<file path="config.mk">
export PLATFORM = sky130hd
export DESIGN_NAME = systolic_result_collector_flat
export DESIGN_NICKNAME = d
export VERILOG_FILES = /design/src/rtl/systolic_result_collector_if.sv /design/src/rtl/systolic_result_collector.sv /design/src/flat_wrapper.sv
export SDC_FILE = /design/constraint.sdc
export NUM_CORES = 1
export LEC_CHECK = 0
export ABC_AREA = 1
export BUFFER_PORTS_ARGS = -buffer_cell sky130_fd_sc_hd__buf_4
export CORE_UTILIZATION = 40
export CTS_CLUSTER_DIAMETER = 150
export DETAILED_ROUTE_END_ITERATION = 8
export PLACE_DENSITY_LB_ADDON = 0.05
export SYNTH_ARGS = -nofsm -noshare
export SYNTH_HDL_FRONTEND = slang
export SYNTH_SLANG_ARGS = --single-unit
export TNS_END_PERCENT = 100
</file>
<file path="constraint.sdc">
create_clock -name clk -period 19.8 [get_ports clk]
set_clock_uncertainty 0.1 [all_clocks]
set_input_delay 3.96 -clock clk [delete_from_list [all_inputs] [get_ports clk]]
set_output_delay 3.96 -clock clk [all_outputs]
set_load 0.05 [all_outputs]
</file>
<file path="src/rtl/systolic_result_collector_if.sv">
// ----------------------------------------------------------------------------
// systolic_result_collector_if
//   Bundles the two buses seen by the result collector:
//     * the per-PE result wavefront (pe_score / pe_dir / pe_valid), one lane
//       per PE, driven by the systolic array;
//     * the traceback buffer read port (rd_en / rd_row / rd_col in,
//       rd_dir / rd_valid out, one cycle of latency).
//   master : array + traceback-engine side (drives wavefront and read request)
//   slave  : collector side (receives wavefront, returns read data)
// ----------------------------------------------------------------------------
interface systolic_result_collector_if #(
  parameter int N       = 10,
  parameter int M       = 10,
  parameter int SCORE_W = 8
);
  // Lane i carries PE i; scores are two's-complement.
  logic [N-1:0][SCORE_W-1:0] pe_score;
  logic [N-1:0][1:0]         pe_dir;
  logic [N-1:0]              pe_valid;

  logic                      rd_en;
  logic [$clog2(N)-1:0]      rd_row;
  logic [$clog2(M)-1:0]      rd_col;
  logic [1:0]                rd_dir;
  logic                      rd_valid;

  modport master (
    output pe_score, pe_dir, pe_valid, rd_en, rd_row, rd_col,
    input  rd_dir, rd_valid
  );

  modport slave (
    input  pe_score, pe_dir, pe_valid, rd_en, rd_row, rd_col,
    output rd_dir, rd_valid
  );
endinterface

</file>
<file path="src/rtl/systolic_result_collector.sv">
// ----------------------------------------------------------------------------
// systolic_result_collector
//   Receiving end of the systolic array. Captures the direction of every cell
//   of one read-vs-ref pass into an N x M traceback buffer (one row per PE,
//   each row filled in arrival order by its own column counter), tracks the
//   best positive cell score with its position, and raises done once every
//   row holds M cells.
//
// Ports:
//   clk, rst_n  : clock, asynchronous active-low reset
//   start       : one-cycle pulse, clears state and begins a pass (wins over
//                 any pe_valid on the same edge)
//   res         : wavefront input + buffer read port (slave modport)
//   busy / done : collecting / full matrix captured (done held until start)
//   overflow    : sticky, a valid arrived that could not be accepted
//   max_score, max_row, max_col, max_found : best cell (earliest wins ties)
// ----------------------------------------------------------------------------
module systolic_result_collector #(
  parameter int N       = 10,
  parameter int M       = 10,
  parameter int SCORE_W = 8
) (
  input  logic                        clk,
  input  logic                        rst_n,
  input  logic                        start,
  systolic_result_collector_if.slave  res,
  output logic                        busy,
  output logic                        done,
  output logic                        overflow,
  output logic signed [SCORE_W-1:0]   max_score,
  output logic [$clog2(N)-1:0]        max_row,
  output logic [$clog2(M)-1:0]        max_col,
  output logic                        max_found
);

  localparam int RW    = $clog2(N);
  localparam int CW    = $clog2(M);
  localparam int CNT_W = $clog2(M + 1);
  localparam logic [CNT_W-1:0] M_CNT = CNT_W'(M);
  localparam logic [RW:0]      N_LIM = (RW + 1)'(N);
  localparam logic [CW:0]      M_LIM = (CW + 1)'(M);

  typedef enum logic [1:0] {
    ST_IDLE    = 2'd0,
    ST_COLLECT = 2'd1,
    ST_DONE    = 2'd2
  } state_e;

  state_e                     state_q, state_d;
  logic [CNT_W-1:0]           col_cnt_q [N];
  logic [CNT_W-1:0]           col_cnt_d [N];
  logic                       busy_q, busy_d;
  logic                       done_q, done_d;
  logic                       overflow_q, overflow_d;
  logic signed [SCORE_W-1:0]  max_score_q, max_score_d;
  logic [RW-1:0]              max_row_q, max_row_d;
  logic [CW-1:0]              max_col_q, max_col_d;
  logic                       max_found_q, max_found_d;
  logic [N-1:0]               accept_s;
  logic                       all_full_s;
  logic [1:0]                 buf_q [N][M];
  logic [1:0]                 rd_dir_q, rd_dir_d;
  logic                       rd_valid_q, rd_valid_d;

  // Next-state, column counters, overflow and running maximum.
  always_comb begin
    state_d     = state_q;
    col_cnt_d   = col_cnt_q;
    busy_d      = busy_q;
    done_d      = done_q;
    overflow_d  = overflow_q;
    max_score_d = max_score_q;
    max_row_d   = max_row_q;
    max_col_d   = max_col_q;
    max_found_d = max_found_q;
    accept_s    = '0;
    all_full_s  = 1'b1;

    if (start) begin
      // Fresh pass; any valid on this edge is deliberately discarded.
      state_d     = ST_COLLECT;
      busy_d      = 1'b1;
      done_d      = 1'b0;
      overflow_d  = 1'b0;
      max_score_d = '0;
      max_row_d   = '0;
      max_col_d   = '0;
      max_found_d = 1'b0;
      for (int i = 0; i < N; i++) begin
        col_cnt_d[i] = '0;
      end
    end else begin
      case (state_q)
        ST_COLLECT: begin
          for (int i = 0; i < N; i++) begin
            if (res.pe_valid[i] && (col_cnt_q[i] < M_CNT)) begin
              accept_s[i]  = 1'b1;
              col_cnt_d[i] = col_cnt_q[i] + CNT_W'(1);
            end else if (res.pe_valid[i]) begin
              overflow_d = 1'b1;
            end else begin
              accept_s[i] = 1'b0;
            end
          end
          // Ascending scan with a strict compare: equal scores never replace
          // the held value, so the lowest PE (and the earlier cell) wins.
          // Starting from the held max (>= 0) also filters non-positive scores.
          for (int i = 0; i < N; i++) begin
            if (accept_s[i] && ($signed(res.pe_score[i]) > max_score_d)) begin
              max_score_d = $signed(res.pe_score[i]);
              max_row_d   = RW'(i);
              max_col_d   = CW'(col_cnt_q[i]);
              max_found_d = 1'b1;
            end else begin
              max_found_d = max_found_d;
            end
          end
          for (int i = 0; i < N; i++) begin
            if (col_cnt_d[i] != M_CNT) begin
              all_full_s = 1'b0;
            end else begin
              all_full_s = all_full_s;
            end
          end
          if (all_full_s) begin
            state_d = ST_DONE;
            busy_d  = 1'b0;
            done_d  = 1'b1;
          end else begin
            state_d = ST_COLLECT;
          end
        end
        ST_IDLE, ST_DONE: begin
          if (|res.pe_valid) begin
            overflow_d = 1'b1;
          end else begin
            overflow_d = overflow_q;
          end
        end
        default: begin
          state_d = ST_IDLE;
          busy_d  = 1'b0;
          done_d  = 1'b0;
        end
      endcase
    end
  end

  // Control and result registers.
  always_ff @(posedge clk or negedge rst_n) begin
    if (!rst_n) begin
      state_q     <= ST_IDLE;
      busy_q      <= 1'b0;
      done_q      <= 1'b0;
      overflow_q  <= 1'b0;
      max_score_q <= '0;
      max_row_q   <= '0;
      max_col_q   <= '0;
      max_found_q <= 1'b0;
      for (int i = 0; i < N; i++) begin
        col_cnt_q[i] <= '0;
      end
    end else begin
      state_q     <= state_d;
      busy_q      <= busy_d;
      done_q      <= done_d;
      overflow_q  <= overflow_d;
      max_score_q <= max_score_d;
      max_row_q   <= max_row_d;
      max_col_q   <= max_col_d;
      max_found_q <= max_found_d;
      for (int i = 0; i < N; i++) begin
        col_cnt_q[i] <= col_cnt_d[i];
      end
    end
  end

  // Traceback buffer: each row has its own write port, so all PEs can land a
  // cell in the same cycle. Contents are not reset.
  always_ff @(posedge clk) begin
    for (int i = 0; i < N; i++) begin
      if (accept_s[i]) begin
        buf_q[i][CW'(col_cnt_q[i])] <= res.pe_dir[i];
      end
    end
  end

  // Read request decode; out-of-range coordinates answer 0 but still respond.
  always_comb begin
    rd_dir_d   = rd_dir_q;
    rd_valid_d = 1'b0;
    if (res.rd_en) begin
      rd_valid_d = 1'b1;
      if (({1'b0, res.rd_row} < N_LIM) && ({1'b0, res.rd_col} < M_LIM)) begin
        rd_dir_d = buf_q[res.rd_row][res.rd_col];
      end else begin
        rd_dir_d = 2'b00;
      end
    end else begin
      rd_valid_d = 1'b0;
    end
  end

  // Read data register (one-cycle latency).
  always_ff @(posedge clk or negedge rst_n) begin
    if (!rst_n) begin
      rd_dir_q   <= 2'b00;
      rd_valid_q <= 1'b0;
    end else begin
      rd_dir_q   <= rd_dir_d;
      rd_valid_q <= rd_valid_d;
    end
  end

  assign busy         = busy_q;
  assign done         = done_q;
  assign overflow     = overflow_q;
  assign max_score    = max_score_q;
  assign max_row      = max_row_q;
  assign max_col      = max_col_q;
  assign max_found    = max_found_q;
  assign res.rd_dir   = rd_dir_q;
  assign res.rd_valid = rd_valid_q;

endmodule
</file>
<file path="src/flat_wrapper.sv">
// flat-port wrapper written by rule: the top's interface ports become plain ports
module systolic_result_collector_flat 
#(
  parameter int N       = 10,
  parameter int M       = 10,
  parameter int SCORE_W = 8
)
  (clk, rst_n, start, busy, done, overflow, max_score, max_row, max_col, max_found, res_pe_score, res_pe_dir, res_pe_valid, res_rd_en, res_rd_row, res_rd_col, res_rd_dir, res_rd_valid);
  systolic_result_collector_if #(.N(N), .M(M), .SCORE_W(SCORE_W)) res_i ();
  input  logic clk;
  input  logic rst_n;
  input  logic start;
  output logic busy;
  output logic done;
  output logic overflow;
  output logic signed [SCORE_W-1:0] max_score;
  output logic [$clog2(N)-1:0] max_row;
  output logic [$clog2(M)-1:0] max_col;
  output logic max_found;
  input wire logic [$bits(res_i.pe_score)-1:0] res_pe_score;
  input wire logic [$bits(res_i.pe_dir)-1:0] res_pe_dir;
  input wire logic [$bits(res_i.pe_valid)-1:0] res_pe_valid;
  input wire logic [$bits(res_i.rd_en)-1:0] res_rd_en;
  input wire logic [$bits(res_i.rd_row)-1:0] res_rd_row;
  input wire logic [$bits(res_i.rd_col)-1:0] res_rd_col;
  output wire logic [$bits(res_i.rd_dir)-1:0] res_rd_dir;
  output wire logic [$bits(res_i.rd_valid)-1:0] res_rd_valid;
  assign res_i.pe_score = res_pe_score;
  assign res_i.pe_dir = res_pe_dir;
  assign res_i.pe_valid = res_pe_valid;
  assign res_i.rd_en = res_rd_en;
  assign res_i.rd_row = res_rd_row;
  assign res_i.rd_col = res_rd_col;
  assign res_rd_dir = res_i.rd_dir;
  assign res_rd_valid = res_i.rd_valid;
  systolic_result_collector #(.N(N), .M(M), .SCORE_W(SCORE_W)) u_core (.clk(clk), .rst_n(rst_n), .start(start), .res(res_i), .busy(busy), .done(done), .overflow(overflow), .max_score(max_score), .max_row(max_row), .max_col(max_col), .max_found(max_found));
endmodule
</file>
# After elaboration in Yosys (flattened, before gate mapping)
# Memory sizes are Yosys's and may differ from the RTL's.
# Index checks and enable logic that the tools add are counted.
dict set report word_totals {
  n_memories 1
  out_inout_bits 23
  register_bits 65
  input_bits 122
  ramBits 200
}
dict set report op_classes {
  bitwise 11
  add_sub_neg 10
  mux 225
  magnitude_cmp 43
  n_reduce_logical 40
  n_eq_ne 15
}
# memory depth width rd rd_ports_with_merged_regs write_ports line_no
set memory_table {}
lappend memory_table {u_core.buf_q 10 20 1 0 10 systolic_result_collector.sv:61} ;# logic [1:0] buf_q [N][M];
# op n
set op_table {}
lappend op_table {{$mux W8} 30}
lappend op_table {{$mux W4} 54}
lappend op_table {{$mux W20} 10}
lappend op_table {{$mux W1} 97}
lappend op_table {{$demux W2 S4} 10}
lappend op_table {{$gt A8 B8 Y1} 10}
lappend op_table {{$mux W40} 2}
lappend op_table {{$ge A5 B5 Y1 const B} 11}
lappend op_table {{$not A4 Y5} 11}
lappend op_table {{$lt A5 B1 Y1 const B} 10}
lappend op_table {{$lt A4 B4 Y1 const B} 12}
lappend op_table {{$add A4 B1 Y4 const B} 10}
lappend op_table {{$ne A4 B4 Y1 const B} 10}
lappend op_table {{$logic_and A1 B1 Y1} 31}
lappend op_table {{$mux W2} 15}
lappend op_table {{$mux W10} 2}
lappend op_table {{$reduce_bool A11 Y1} 1}
lappend op_table {{$reduce_or A10 Y1} 1}
lappend op_table {{$bmux W2 S4} 1}
lappend op_table {{$ne A3 B2 Y1 const B} 2}
lappend op_table {{$pmux W1 S2} 3}
lappend op_table {{$reduce_and A2 Y1} 3}
lappend op_table {{$pmux W2 S2} 1}
lappend op_table {{$reduce_bool A3 Y1} 1}
lappend op_table {{other kinds (6)} 6}

# Depth between registers and ports, before layout
# Gate-level depths: netlist of the first run.
dict set report logic_depth {
  depth_word 54
  depth_mapped 127
  ltp_nobuf 116
}

# Worst setup path after synthesis of the first run
# OpenSTA, ideal clock, no wires.
dict set report synth_timing {
  path_type {in2reg}
  startpoint {in res_pe_score[7]}
  endpoint {reg u_core.max_col_q[1] (netlist: u_core.max_col[1])}
  arrival_ns 18.378
  cell_stages 104
  path_buffers 13
  path_slack_ns 1.204
  required_ns 19.582
  setup_time_ns 0.118
  cell_sequence {ha_1 -> nand2_2 -> inv_1 -> nand2_1 -> nand2_1 -> inv_1 -> nand2_1 -> nand2_2 -> nand3_4 -> buf_6 -> o21ai_0 -> ha_1 -> a21o_2 -> a31oi_1 -> nand3_2 -> nand3_4 -> clkbuf_8 -> nand2_1 -> (+68 left out) -> inv_1 -> buf_6 -> nand2_1 -> and2_1 -> ha_1 -> nand2_1 -> o21ai_0 -> a21oi_1 -> or2_2 -> nand4_1 -> nand2_1 -> nor2_1 -> nand4_1 -> nand3b_2 -> nand2_2 -> nor2_1 -> nand2_1 -> nand2_1}
}
dict set report synth_between {
  elab_chain_cells 50
  word_cells_on_any_way 60
  cone_classes {order compare: 10; mux: 38; reduce/logical: 12}
}
# item line_no
set synth_lines {}
lappend synth_lines {{start: declaration} flat_wrapper.sv:20} ;# input wire logic [$bits(res_i.pe_score)-1:0] res_pe_score;
lappend synth_lines {{$gt A8 B8 Y1} systolic_result_collector.sv:109} ;# if (accept_s[i] && ($signed(res.pe_score[i]) > max_score_d)) begin
lappend synth_lines {{$logic_and A1 B1 Y1} systolic_result_collector.sv:109}
lappend synth_lines {{$mux W8} systolic_result_collector.sv:109}
lappend synth_lines {{$mux W8} systolic_result_collector.sv:93} ;# case (state_q)
lappend synth_lines {{$mux W8} systolic_result_collector.sv:79} ;# if (start) begin
lappend synth_lines {{$gt A8 B8 Y1} systolic_result_collector.sv:109}
lappend synth_lines {{$logic_and A1 B1 Y1} systolic_result_collector.sv:109}
lappend synth_lines {{$mux W8} systolic_result_collector.sv:109}
lappend synth_lines {{(+34 left out)} n/a}
lappend synth_lines {{$mux W8} systolic_result_collector.sv:109}
lappend synth_lines {{$mux W8} systolic_result_collector.sv:93}
lappend synth_lines {{$mux W8} systolic_result_collector.sv:79}
lappend synth_lines {{$gt A8 B8 Y1} systolic_result_collector.sv:109}
lappend synth_lines {{$logic_and A1 B1 Y1} systolic_result_collector.sv:109}
lappend synth_lines {{$mux W4} systolic_result_collector.sv:109}
lappend synth_lines {{$mux W4} systolic_result_collector.sv:93}
lappend synth_lines {{$mux W4} systolic_result_collector.sv:79}
lappend synth_lines {{end signal: assignment} systolic_result_collector.sv:170} ;# max_col_q <= max_col_d;
lappend synth_lines {{end: declaration} systolic_result_collector.sv:57} ;# logic [CW-1:0] max_col_q, max_col_d;
# Several ways; a longest one is shown, not always the timed one. The select of a mux whose other input is x is not followed.
# A chain may end at the register's enable or synchronous reset.

# Worst setup path after layout of the first run
# Same ends and word-level chain as after synthesis.

==> flow_summary.html, run 1 <==
<table>
<tr><th>Metric</th><th>Value</th></tr>
<tr><th colspan="2">Floorplan</th></tr>
<tr><td>Die Span X</td><td>just over 200 um</td></tr>
<tr><td>Vertical die dimension</td><td>204.3 um</td></tr>
<tr><td>Die footprint</td><td>41720 um2</td></tr>
<tr><td>Total core area</td><td>~40000 um2</td></tr>
<tr><td>Starting Density</td><td>40.90%</td></tr>
<tr><td>I/O pin cnt</td><td>roughly 150</td></tr>
<tr><td>Cell Rows</td><td>73</td></tr>
<tr><th colspan="2">Logic synthesis</th></tr>
<tr><td>Netlist Area Pre-Place</td><td>about 16000 um2</td></tr>
<tr><td>Gate count after technology mapping</td><td>about 1.9k</td></tr>
<tr><td>Cell with the most instances after synthesis</td><td>sky130_fd_sc_hd__nor2_1</td></tr>
<tr><td>Post-synth top cells</td><td>269 x sky130_fd_sc_hd__nor2_1, 252 x sky130_fd_sc_hd__nand2_1, 211 x sky130_fd_sc_hd__inv_1, 209 x sky130_fd_sc_hd__o21ai_0, 200 x sky130_fd_sc_hd__edfxtp_1</td></tr>
<tr><td>Portion of the post-synthesis area used by sequential elements</td><td>between 40% and 50%</td></tr>
<tr><td>Count of state elements after synthesis</td><td>approximately 270</td></tr>
<tr><td>Top area cells in the synthesized netlist</td><td>sky130_fd_sc_hd__edfxtp_1 37%, sky130_fd_sc_hd__dfrtp_1 9.9%, sky130_fd_sc_hd__ha_1 8.1%</td></tr>
<tr><td>Synth top area share</td><td>between 30% and 40%</td></tr>
<tr><td>EDFF count, synth</td><td>200</td></tr>
<tr><td>Synth Warn #</td><td>0</td></tr>
<tr><td>Leading area contributor after synthesis</td><td>sky130_fd_sc_hd__edfxtp_1</td></tr>
<tr><td>Predominant post-synthesis flop cell</td><td>sky130_fd_sc_hd__edfxtp_1</td></tr>
<tr><td>Average instance area after synthesis</td><td>8.830 um2</td></tr>
<tr><td>Async set-reset flop share out of synthesis</td><td>~25%</td></tr>
<tr><td>Post-synthesis net count</td><td>roughly 2.1k</td></tr>
<tr><td>Netlist cell types</td><td>between 40 and 50</td></tr>
<tr><th colspan="2">Power</th></tr>
<tr><td>Combinational share of power</td><td>about 66%</td></tr>
<tr><td>Net Sw Power</td><td>around 0.0017 W</td></tr>
<tr><td>Relative contribution of the clock network to total power</td><td>between 10 and 15%</td></tr>
<tr><td>Standby leakage power</td><td>roughly 7.8 nW</td></tr>
<tr><td>Peak supply drop</td><td>around 0.00026 V</td></tr>
<tr><td>Internal power component</td><td>0.001677 W</td></tr>
<tr><td>Pwr per Cell Area</td><td>179.7 nW/um2</td></tr>
<tr><td>Sw Share</td><td>between 50 and 60%</td></tr>
<tr><td>Relative contribution of sequential cells to total power</td><td>20.0%</td></tr>
<tr><th colspan="2">Route</th></tr>
<tr><td>First-pass DRT Iterations</td><td>5</td></tr>
<tr><td>Number of DRC violations after detailed routing</td><td>0</td></tr>
<tr><td>Drt total wl</td><td>between 50000 and 60000 um</td></tr>
<tr><td>Routed via count divided by cell count</td><td>5.373</td></tr>
<tr><td>Remaining number of nets flagged by the antenna check after routing</td><td>0</td></tr>
<tr><td>DRC marker count from the first detailed-route iteration</td><td>~650</td></tr>
<tr><td>Final routed wire length divided by cell count</td><td>~20 um</td></tr>
<tr><td>Total via count after detailed routing</td><td>~14k</td></tr>
<tr><th colspan="2">Cells and area</th></tr>
<tr><td>Post-route cell area</td><td>18750 um2</td></tr>
<tr><td>Nets@finish</td><td>about 2.2k</td></tr>
<tr><td>Final design utilization</td><td>46.87%</td></tr>
<tr><td>Area growth syn-to-layout</td><td>14.59%</td></tr>
<tr><td>Share of final-layout standard cells stronger than drive strength 1</td><td>between 10% and 20%</td></tr>
<tr><th colspan="2">Worst setup path</th></tr>
<tr><td>CP endpoint kind</td><td>flip-flop</td></tr>
<tr><td>Path type of the worst setup path</td><td>in2reg</td></tr>
<tr><td>Reg-to-reg endpoint</td><td>u_core.max_col[1]$_DFFE_PN0P_</td></tr>
<tr><td>Worst Path Buf+Inv</td><td>6</td></tr>
<tr><td>Startpoint kind of the worst setup timing path</td><td>input pin</td></tr>
<tr><td>Slowest stage cell, crit path</td><td>sky130_fd_sc_hd__ha_1</td></tr>
<tr><td>Data required time at the worst endpoint</td><td>between 20000 and 25000 ps</td></tr>
<tr><td>Reg-to-reg setup timing slack</td><td>roughly 4400 ps</td></tr>
<tr><td>Most repeated library cell on the critical path</td><td>sky130_fd_sc_hd__nand2_1</td></tr>
<tr><td>Critical path arrival</td><td>18800 ps</td></tr>
<tr><td>Worst reg2reg startpoint</td><td>u_core.max_score[1]$_DFFE_PN0N_</td></tr>
<tr><td>Worst stage delay on the critical path</td><td>between 300 and 400 ps</td></tr>
<tr><td>Dominant delay contributor by cell family on the critical path</td><td>simple AND/OR/NAND/NOR gates</td></tr>
<tr><td>Path depth of the worst reg2reg path</td><td>100</td></tr>
<tr><td>Largest driver fanout on the critical path</td><td>18</td></tr>
<tr><td>Start point of the critical path</td><td>res_pe_score[7]</td></tr>
<tr><th colspan="2">Timing</th></tr>
<tr><td>Portion of the clock cycle consumed by the worst path in the final layout</td><td>93.27%</td></tr>
<tr><td>Final slew viol count</td><td>0</td></tr>
<tr><td>Transition time at the pin with the least slew margin</td><td>roughly 1200 ps</td></tr>
<tr><td>Number of failing setup endpoints in the final timing report</td><td>0</td></tr>
<tr><td>Hold violation count in the final report</td><td>0</td></tr>
<tr><td>Setup TNS</td><td>0 ps</td></tr>
<tr><td>Timing-limited maximum frequency</td><td>54.15 MHz</td></tr>
<tr><td>RSZ-0062 raised after global routing</td><td>false</td></tr>
<tr><td>Post-layout min period</td><td>18470 ps</td></tr>
<tr><td>Headroom to the max-slew limit</td><td>~22%</td></tr>
<tr><th colspan="2">Global route</th></tr>
<tr><td>Largest net degree at the start of global routing</td><td>roughly 100</td></tr>
<tr><td>Final global-route overflow total</td><td>0</td></tr>
<tr><td>Total track usage</td><td>approximately 24%</td></tr>
<tr><td>Global-route wire length before repair</td><td>75970 um</td></tr>
<tr><td>Number of global-route vias before repair</td><td>~13k</td></tr>
<tr><td>Antenna violations before repair</td><td>1</td></tr>
<tr><th colspan="2">CTS</th></tr>
<tr><td>Clock transition time at the flip-flop clock pins of the worst setup and hold paths</td><td>roughly 60 ps</td></tr>
<tr><td>Clock tree from TritonCTS</td><td>done</td></tr>
<tr><td>Maximum buffer depth of the clock tree</td><td>3</td></tr>
<tr><td>Worst-Skew Late Latency</td><td>~550 ps</td></tr>
<tr><td>Clock buffers created by TritonCTS</td><td>27</td></tr>
<tr><td>Number of H-tree levels</td><td>1</td></tr>
<tr><td>Total of hold buffers inserted after clock tree synthesis</td><td>0</td></tr>
<tr><td>Master cell of the clock root buffer</td><td>sky130_fd_sc_hd__clkbuf_16</td></tr>
<tr><td>Number of sinks handled by clock tree synthesis</td><td>265</td></tr>
<tr><th colspan="2">Place</th></tr>
<tr><td>Area after DPL</td><td>between 15000 and 20000 um2</td></tr>
<tr><td>Port buffer count</td><td>between 100 and 150</td></tr>
<tr><td>Final GP Congestion</td><td>0.8779</td></tr>
<tr><td>HPWL after DPL</td><td>approximately 39000 um</td></tr>
<tr><th colspan="2">Hold path</th></tr>
<tr><td>Cell depth of the worst min-delay path</td><td>2</td></tr>
<tr><td>Beginning of the worst hold path</td><td>u_core.max_row[2]$_DFFE_PN0P_</td></tr>
<tr><td>Hold crit path type</td><td>reg2reg</td></tr>
<tr><td>Endpoint, Worst Hold</td><td>u_core.max_row[2]$_DFFE_PN0P_</td></tr>
<tr><th colspan="2">Run</th></tr>
<tr><td>Number of max-cap violations</td><td>0</td></tr>
<tr><th colspan="2">Run status</th></tr>
<tr><td>Run status</td><td>complete, no violations</td></tr>
</table>
layout by cell type (no fill, tap or decap), drive strengths merged, types with 3 or more instances in the layout:
cell type / instances
a211oi: 5
a21oi: 49
a311oi: 3
a31oi: 3
a41oi: 10
and2: 7
buf: 162
clkbuf: 32
clkinv: 23
dfrtp: 65
edfxtp: 200
ha: 106
inv: 212
nand2: 302
nand3: 79
nand4: 55
nor2: 283
nor3: 20
nor3b: 6
nor4: 14
o211ai: 11
o21ai: 214
o21bai: 9
o221ai: 12
o22ai: 87
xor2: 20
stage by stage:
step | total power [W] | hold slack [ps] | setup slack, ps | std cells
3_5_place_dp | 0.002854 | 364.3 | -684.2 | 2472
6_report | 0.003370 | 381.6 | 1332 | 2526
4_1_cts | 0.003351 | 386.4 | 5.137 | 2519
2_1_floorplan | 0.002370 | 380.3 | 1204 | 1853
3_3_place_gp | 0.002835 | 365.7 | -428.6 | 2472
5_1_grt | 0.003702 | 403.5 | 0.3855 | 2525
power by group through the flow:
stage	clock (W)	combinational (W)	sequential, W
3_5_place_dp	0	0.00217	0.000683
6_report	0.000487	0.00221	0.000672
4_1_cts	0.000496	0.00218	0.000672
5_1_grt	0.000515	0.00251	0.000676
2_1_floorplan	0	0.00165	0.000720
3_3_place_gp	0	0.00215	0.000683
final cells by class:
type / instances / area [um2]
flip-flops and latches: 265 / 7632
clock inverters: 15 / 118.9
diodes: 1 / 2.502
inverters: 222 / 834.6
fillers: 3979 / 21260
clock buffers: 32 / 694.4
well taps: 525 / 656.9
repair buffers: 162 / 1216
multi-input cells: 1304 / 7594
cells by family (layout without fill, tap and decap cells):
family / Yosys count / count (layout) / share of synthesized area, %
compound gates: 408 / 408 / 14.67
xor+xnor: 20 / 20 / 1.071
fa+ha+maj: 106 / 106 / 8.106
buf+inv: 285 / 431 / 7.349
flops: 265 / 265 / 46.65
other cells: 0 / 1 / 0
simple gates: 769 / 770 / 22.16
timing repair:
item,4_1_cts,5_1_grt
gates resized for setup,3,38
buffers inserted,0,5
pin swaps,0,4
gates cloned,0,1
setup endpoints to repair,9,17
worst min-delay path, cell delays in order, from the launching register on:
cell                      delay, ps
sky130_fd_sc_hd__dfrtp_1        350
sky130_fd_sc_hd__nand2_1         50
sky130_fd_sc_hd__nand2_1         50
state kept, by name, indices dropped and copies added (netlist names):
name / flops
u_core.buf_q: 200
u_core.col_cnt_q: 40
u_core.max_score: 8
u_core.max_col: 4
u_core.max_row: 4
u_core.res.rd_dir: 2
u_core.state_q: 2
u_core.busy: 1
u_core.done: 1
u_core.max_found: 1
u_core.overflow: 1
u_core.res.rd_valid: 1
routing by layer:
layer / wire length [um] / track usage (%)
met1: 21810 / 30.95
met2: 24710 / 41.82
met3: 2271 / 2.695
met4: 1548 / 7.836
met5: 0 / 0
worst max path at each step:
stage / slack, ps / depth (start not counted) / endpoint
after floorplan: 1200 / 104 / u_core.max_col[1]$_DFFE_PN0P_
after global placement: -430 / 93 / u_core.max_col[3]$_DFFE_PN0P_
after detailed placement: -680 / 93 / u_core.max_col[1]$_DFFE_PN0P_
after CTS: 5 / 93 / u_core.max_col[1]$_DFFE_PN0P_
after global routing: 0.4 / 100 / u_core.max_col[0]$_DFFE_PN0P_
final: 1330 / 100 / u_core.max_col[1]$_DFFE_PN0P_
Note: power is estimated with default switching activity, not from simulation.
==> inputs of run 2 (changes only) <==
Settings changed: PLACE_DENSITY_LB_ADDON 0.05 to 0.12.
==> run 2 against run 1 <==
Net effect:
- cell count is 0.16% higher
- via count is 0.86% higher
- setup slack better by 31 ps
- utilization is 0.059 points higher
- register-to-register slack hardly changed
- critical path type unchanged
==> flow_summary.html, run 2 (synthesized netlist as in run 1, its figures left out) <==
<table>
<tr><th>Metric</th><th>Value</th></tr>
<tr><th colspan="2">Route</th></tr>
<tr><td>Drt total wl</td><td>51110 um (was 50340 um)</td></tr>
<tr><td>Remaining number of nets flagged by the antenna check after routing</td><td>0 (unchanged)</td></tr>
<tr><td>First-pass DRT Iterations</td><td>5 (unchanged)</td></tr>
<tr><td>Final routed wire length divided by cell count</td><td>20.20 um (was 19.93 um)</td></tr>
<tr><td>Total via count after detailed routing</td><td>13.69k (was 13.57k)</td></tr>
<tr><td>DRC marker count from the first detailed-route iteration</td><td>925 (was 653)</td></tr>
<tr><td>Routed via count divided by cell count</td><td>5.411 (was 5.373)</td></tr>
<tr><td>Number of DRC violations after detailed routing</td><td>0 (unchanged)</td></tr>
<tr><th colspan="2">Floorplan</th></tr>
<tr><td>Die Span X</td><td>204.3 um (unchanged)</td></tr>
<tr><td>Starting Density</td><td>40.90% (unchanged)</td></tr>
<tr><td>Vertical die dimension</td><td>204.3 um (unchanged)</td></tr>
<tr><td>Die footprint</td><td>41720 um2 (unchanged)</td></tr>
<tr><td>Cell Rows</td><td>73 (unchanged)</td></tr>
<tr><td>Total core area</td><td>40010 um2 (unchanged)</td></tr>
<tr><td>I/O pin cnt</td><td>145 (unchanged)</td></tr>
<tr><th colspan="2">Worst setup path</th></tr>
<tr><td>Path type of the worst setup path</td><td>in2reg (unchanged)</td></tr>
<tr><td>CP endpoint kind</td><td>flip-flop (unchanged)</td></tr>
<tr><td>Crit path capture</td><td>u_core.max_col[3]$_DFFE_PN0P_ (was u_core.max_col[1]$_DFFE_PN0P_)</td></tr>
<tr><td>Largest driver fanout on the critical path</td><td>17 (was 18)</td></tr>
<tr><td>Critical path arrival</td><td>18770 ps (was 18800 ps)</td></tr>
<tr><td>Most repeated library cell on the critical path</td><td>sky130_fd_sc_hd__nand2_1 (unchanged)</td></tr>
<tr><td>Reg-to-reg setup timing slack</td><td>4370 ps (was 4360 ps)</td></tr>
<tr><td>Path depth of the worst reg2reg path</td><td>91 (was 100)</td></tr>
<tr><td>Worst reg2reg startpoint</td><td>u_core.max_score[7]$_DFFE_PN0N_ (was u_core.max_score[1]$_DFFE_PN0N_)</td></tr>
<tr><td>Slowest stage cell, crit path</td><td>sky130_fd_sc_hd__ha_1 (unchanged)</td></tr>
<tr><td>Start point of the critical path</td><td>res_pe_score[7] (unchanged)</td></tr>
<tr><td>Worst stage delay on the critical path</td><td>420 ps (was 350 ps)</td></tr>
<tr><td>Data required time at the worst endpoint</td><td>20130 ps (about the same)</td></tr>
<tr><td>Startpoint kind of the worst setup timing path</td><td>input pin (unchanged)</td></tr>
<tr><td>Reg-to-reg endpoint</td><td>u_core.max_col[3]$_DFFE_PN0P_ (was u_core.max_col[1]$_DFFE_PN0P_)</td></tr>
<tr><th colspan="2">Timing</th></tr>
<tr><td>Setup slack after layout</td><td>1364 ps (was 1332 ps)</td></tr>
<tr><td>Setup TNS</td><td>0 ps (unchanged)</td></tr>
<tr><td>Headroom to the max-slew limit</td><td>25.23% (was 21.94%)</td></tr>
<tr><td>Number of failing setup endpoints in the final timing report</td><td>0 (unchanged)</td></tr>
<tr><td>Final slew viol count</td><td>0 (unchanged)</td></tr>
<tr><td>Hold violation count in the final report</td><td>0 (unchanged)</td></tr>
<tr><td>Transition time at the pin with the least slew margin</td><td>1120 ps (was 1170 ps)</td></tr>
<tr><td>Post-layout min period</td><td>18440 ps (was 18470 ps)</td></tr>
<tr><td>Timing-limited maximum frequency</td><td>54.24 MHz (was 54.15 MHz)</td></tr>
<tr><td>Tightest hold margin</td><td>382.2 ps (was 381.6 ps)</td></tr>
<tr><td>Portion of the clock cycle consumed by the worst path in the final layout</td><td>93.11% (was 93.27%)</td></tr>
<tr><th colspan="2">Cells and area</th></tr>
<tr><td>Fill cell total of the finished layout</td><td>3909 (was 3979)</td></tr>
<tr><td>Total area of multi-input combinational cells</td><td>7605 um2 (was 7594 um2)</td></tr>
<tr><td>Leading cell type in the layout, fill and taps excluded</td><td>sky130_fd_sc_hd__nor2_1 (unchanged)</td></tr>
<tr><td>Largest register FFs</td><td>200 (unchanged)</td></tr>
<tr><td>Storage element area</td><td>7632 um2 (unchanged)</td></tr>
<tr><td>Nets@finish</td><td>2213 (was 2210)</td></tr>
<tr><td>Area growth syn-to-layout</td><td>14.74% (was 14.59%)</td></tr>
<tr><td>Share of final-layout standard cells stronger than drive strength 1</td><td>16.17% (was 15.80%)</td></tr>
<tr><td>Most frequent cells in the layout</td><td>269 x sky130_fd_sc_hd__nor2_1, 252 x sky130_fd_sc_hd__nand2_1, 210 x sky130_fd_sc_hd__inv_1 (was 268 x sky130_fd_sc_hd__nor2_1, 252 x sky130_fd_sc_hd__nand2_1, 210 x sky130_fd_sc_hd__inv_1)</td></tr>
<tr><th colspan="2">CTS</th></tr>
<tr><td>Clock tree from TritonCTS</td><td>done (unchanged)</td></tr>
<tr><td>Number of H-tree levels</td><td>1 (unchanged)</td></tr>
<tr><td>Master cell of the clock root buffer</td><td>sky130_fd_sc_hd__clkbuf_16 (unchanged)</td></tr>
<tr><td>Clock buffers created by TritonCTS</td><td>27 (unchanged)</td></tr>
<tr><td>Worst-Skew Late Latency</td><td>550 ps (about the same)</td></tr>
<tr><td>Maximum buffer depth of the clock tree</td><td>3 (unchanged)</td></tr>
<tr><td>Number of sinks handled by clock tree synthesis</td><td>265 (unchanged)</td></tr>
<tr><td>Total of hold buffers inserted after clock tree synthesis</td><td>0 (unchanged)</td></tr>
<tr><td>Clock transition time at the flip-flop clock pins of the worst setup and hold paths</td><td>60 ps (about the same)</td></tr>
<tr><th colspan="2">Power</th></tr>
<tr><td>Net Sw Power</td><td>0.001697 W (was 0.001693 W)</td></tr>
<tr><td>Relative contribution of the clock network to total power</td><td>14.3% (was 14.5%)</td></tr>
<tr><td>Standby leakage power</td><td>7.788 nW (was 7.775 nW)</td></tr>
<tr><td>Pwr per Cell Area</td><td>179.3 nW/um2 (was 179.7 nW/um2)</td></tr>
<tr><td>Internal power component</td><td>0.001668 W (was 0.001677 W)</td></tr>
<tr><td>Combinational share of power</td><td>65.6% (about the same)</td></tr>
<tr><td>Peak supply drop</td><td>0.0002163 V (was 0.0002638 V)</td></tr>
<tr><td>Relative contribution of sequential cells to total power</td><td>20.0% (about the same)</td></tr>
<tr><td>Sw Share</td><td>50.43% (was 50.24%)</td></tr>
<tr><th colspan="2">Global route</th></tr>
<tr><td>Total track usage</td><td>24.05% (was 24.03%)</td></tr>
<tr><td>Global-route wire length before repair</td><td>76030 um (was 75970 um)</td></tr>
<tr><td>Largest net degree at the start of global routing</td><td>102 (unchanged)</td></tr>
<tr><td>Antenna violations before repair</td><td>0 (was 1)</td></tr>
<tr><td>Final global-route overflow total</td><td>0 (unchanged)</td></tr>
<tr><td>Number of global-route vias before repair</td><td>13.31k (was 13.18k)</td></tr>
<tr><th colspan="2">Place</th></tr>
<tr><td>Port buffer count</td><td>144 (unchanged)</td></tr>
<tr><td>Final GP Congestion</td><td>0.8832 (was 0.8779)</td></tr>
<tr><td>Worst slack, placed</td><td>-830.4 ps (was -684.2 ps)</td></tr>
<tr><td>HPWL after DPL</td><td>38690 um (was 38730 um)</td></tr>
<tr><th colspan="2">Hold path</th></tr>
<tr><td>Hold crit path type</td><td>reg2reg (unchanged)</td></tr>
<tr><th colspan="2">Run</th></tr>
<tr><td>Number of max-cap violations</td><td>0 (unchanged)</td></tr>
<tr><th colspan="2">Run status</th></tr>
<tr><td>Run status</td><td>complete, no violations (unchanged)</td></tr>
</table>
-- run 2: changes by cell type in the layout (fill, tap and decap cells not counted), moves of 2 or more --
cell	previous run	this run
sky130_fd_sc_hd__clkinv_1	17	12
sky130_fd_sc_hd__clkinv_2	5	9
sky130_fd_sc_hd__o21ai_1	24	21
sky130_fd_sc_hd__nand3_2	14	17
sky130_fd_sc_hd__clkinvlp_4	0	2
sky130_fd_sc_hd__o21ai_0	182	186
-- run 2: worst min-delay path by stage --
stage	start	cells after the start	endpoint	slack, ps
2_1_floorplan	u_core.state_q[1]$_DFFE_PN0P_	2	u_core.state_q[1]$_DFFE_PN0P_	380
3_3_place_gp	u_core.busy$_DFFE_PN0P_	2	u_core.busy$_DFFE_PN0P_	370
3_5_place_dp	u_core.done$_DFFE_PN0P_	2	u_core.done$_DFFE_PN0P_	370
4_1_cts	u_core.done$_DFFE_PN0P_	2	u_core.done$_DFFE_PN0P_	380
5_1_grt	u_core.max_col[2]$_DFFE_PN0P_	2	u_core.max_col[2]$_DFFE_PN0P_	410
6_report	u_core.done$_DFFE_PN0P_	2	u_core.done$_DFFE_PN0P_	380
-- run 2: metal layers --
metal	part of all wire, %	GRT usage, %	up-vias
li1	-	-	6701
met1	43	30.93	6527
met2	49	41.94	396
met3	5.5	3.045	65
met4	2.6	7.223	0
met5	0	0	-
-- run 2: critical path, delay by kind of cell --
family / cells / cell delay (ps)
AO/OA/AOI/OAI: 22 / 4470
adder cells (fa/ha/maj): 10 / 3090
buffers and inverters: 6 / 600
AND/OR/NAND/NOR: 53 / 6670
-- run 2: power groups by stage --
stage	logic, W	registers [W]	clock network [W]
4_1_cts	0.00214	0.000674	0.000488
2_1_floorplan	0.00165	0.000720	0
3_5_place_dp	0.00213	0.000685	0
6_report	0.00221	0.000675	0.000482
3_3_place_gp	0.00209	0.000685	0
5_1_grt	0.00250	0.000678	0.000510
-- run 2: area by class of cell --
class	count	share of cell area, %
inverter	222	4.465
multi-input combinational	1306	40.51
clock inverter	15	0.5665
tap	525	3.499
sequential	265	40.66
antenna	1	0.01333
timing repair buffer	163	6.518
clock buffer	33	3.772
-- run 2: timing repair --
action	CTS	global route
hold endpoints to repair	0	0
setup endpoints to repair	9	17
cloned	0	3
pin swaps	0	7
buffers inserted	0	11
resized for setup	6	29
-- run 2: through the flow --
step           cells  power (W)  cell area, um2  utilization [%]
4_1_cts         2515   0.003301           18610            46.51
5_1_grt         2529   0.003692           18770            46.92
6_report        2530   0.003366           18770            46.93
2_1_floorplan   1853   0.002370           16360                -
3_3_place_gp    2467   0.002779           17790            44.47
3_5_place_dp    2467   0.002811           17790            44.47
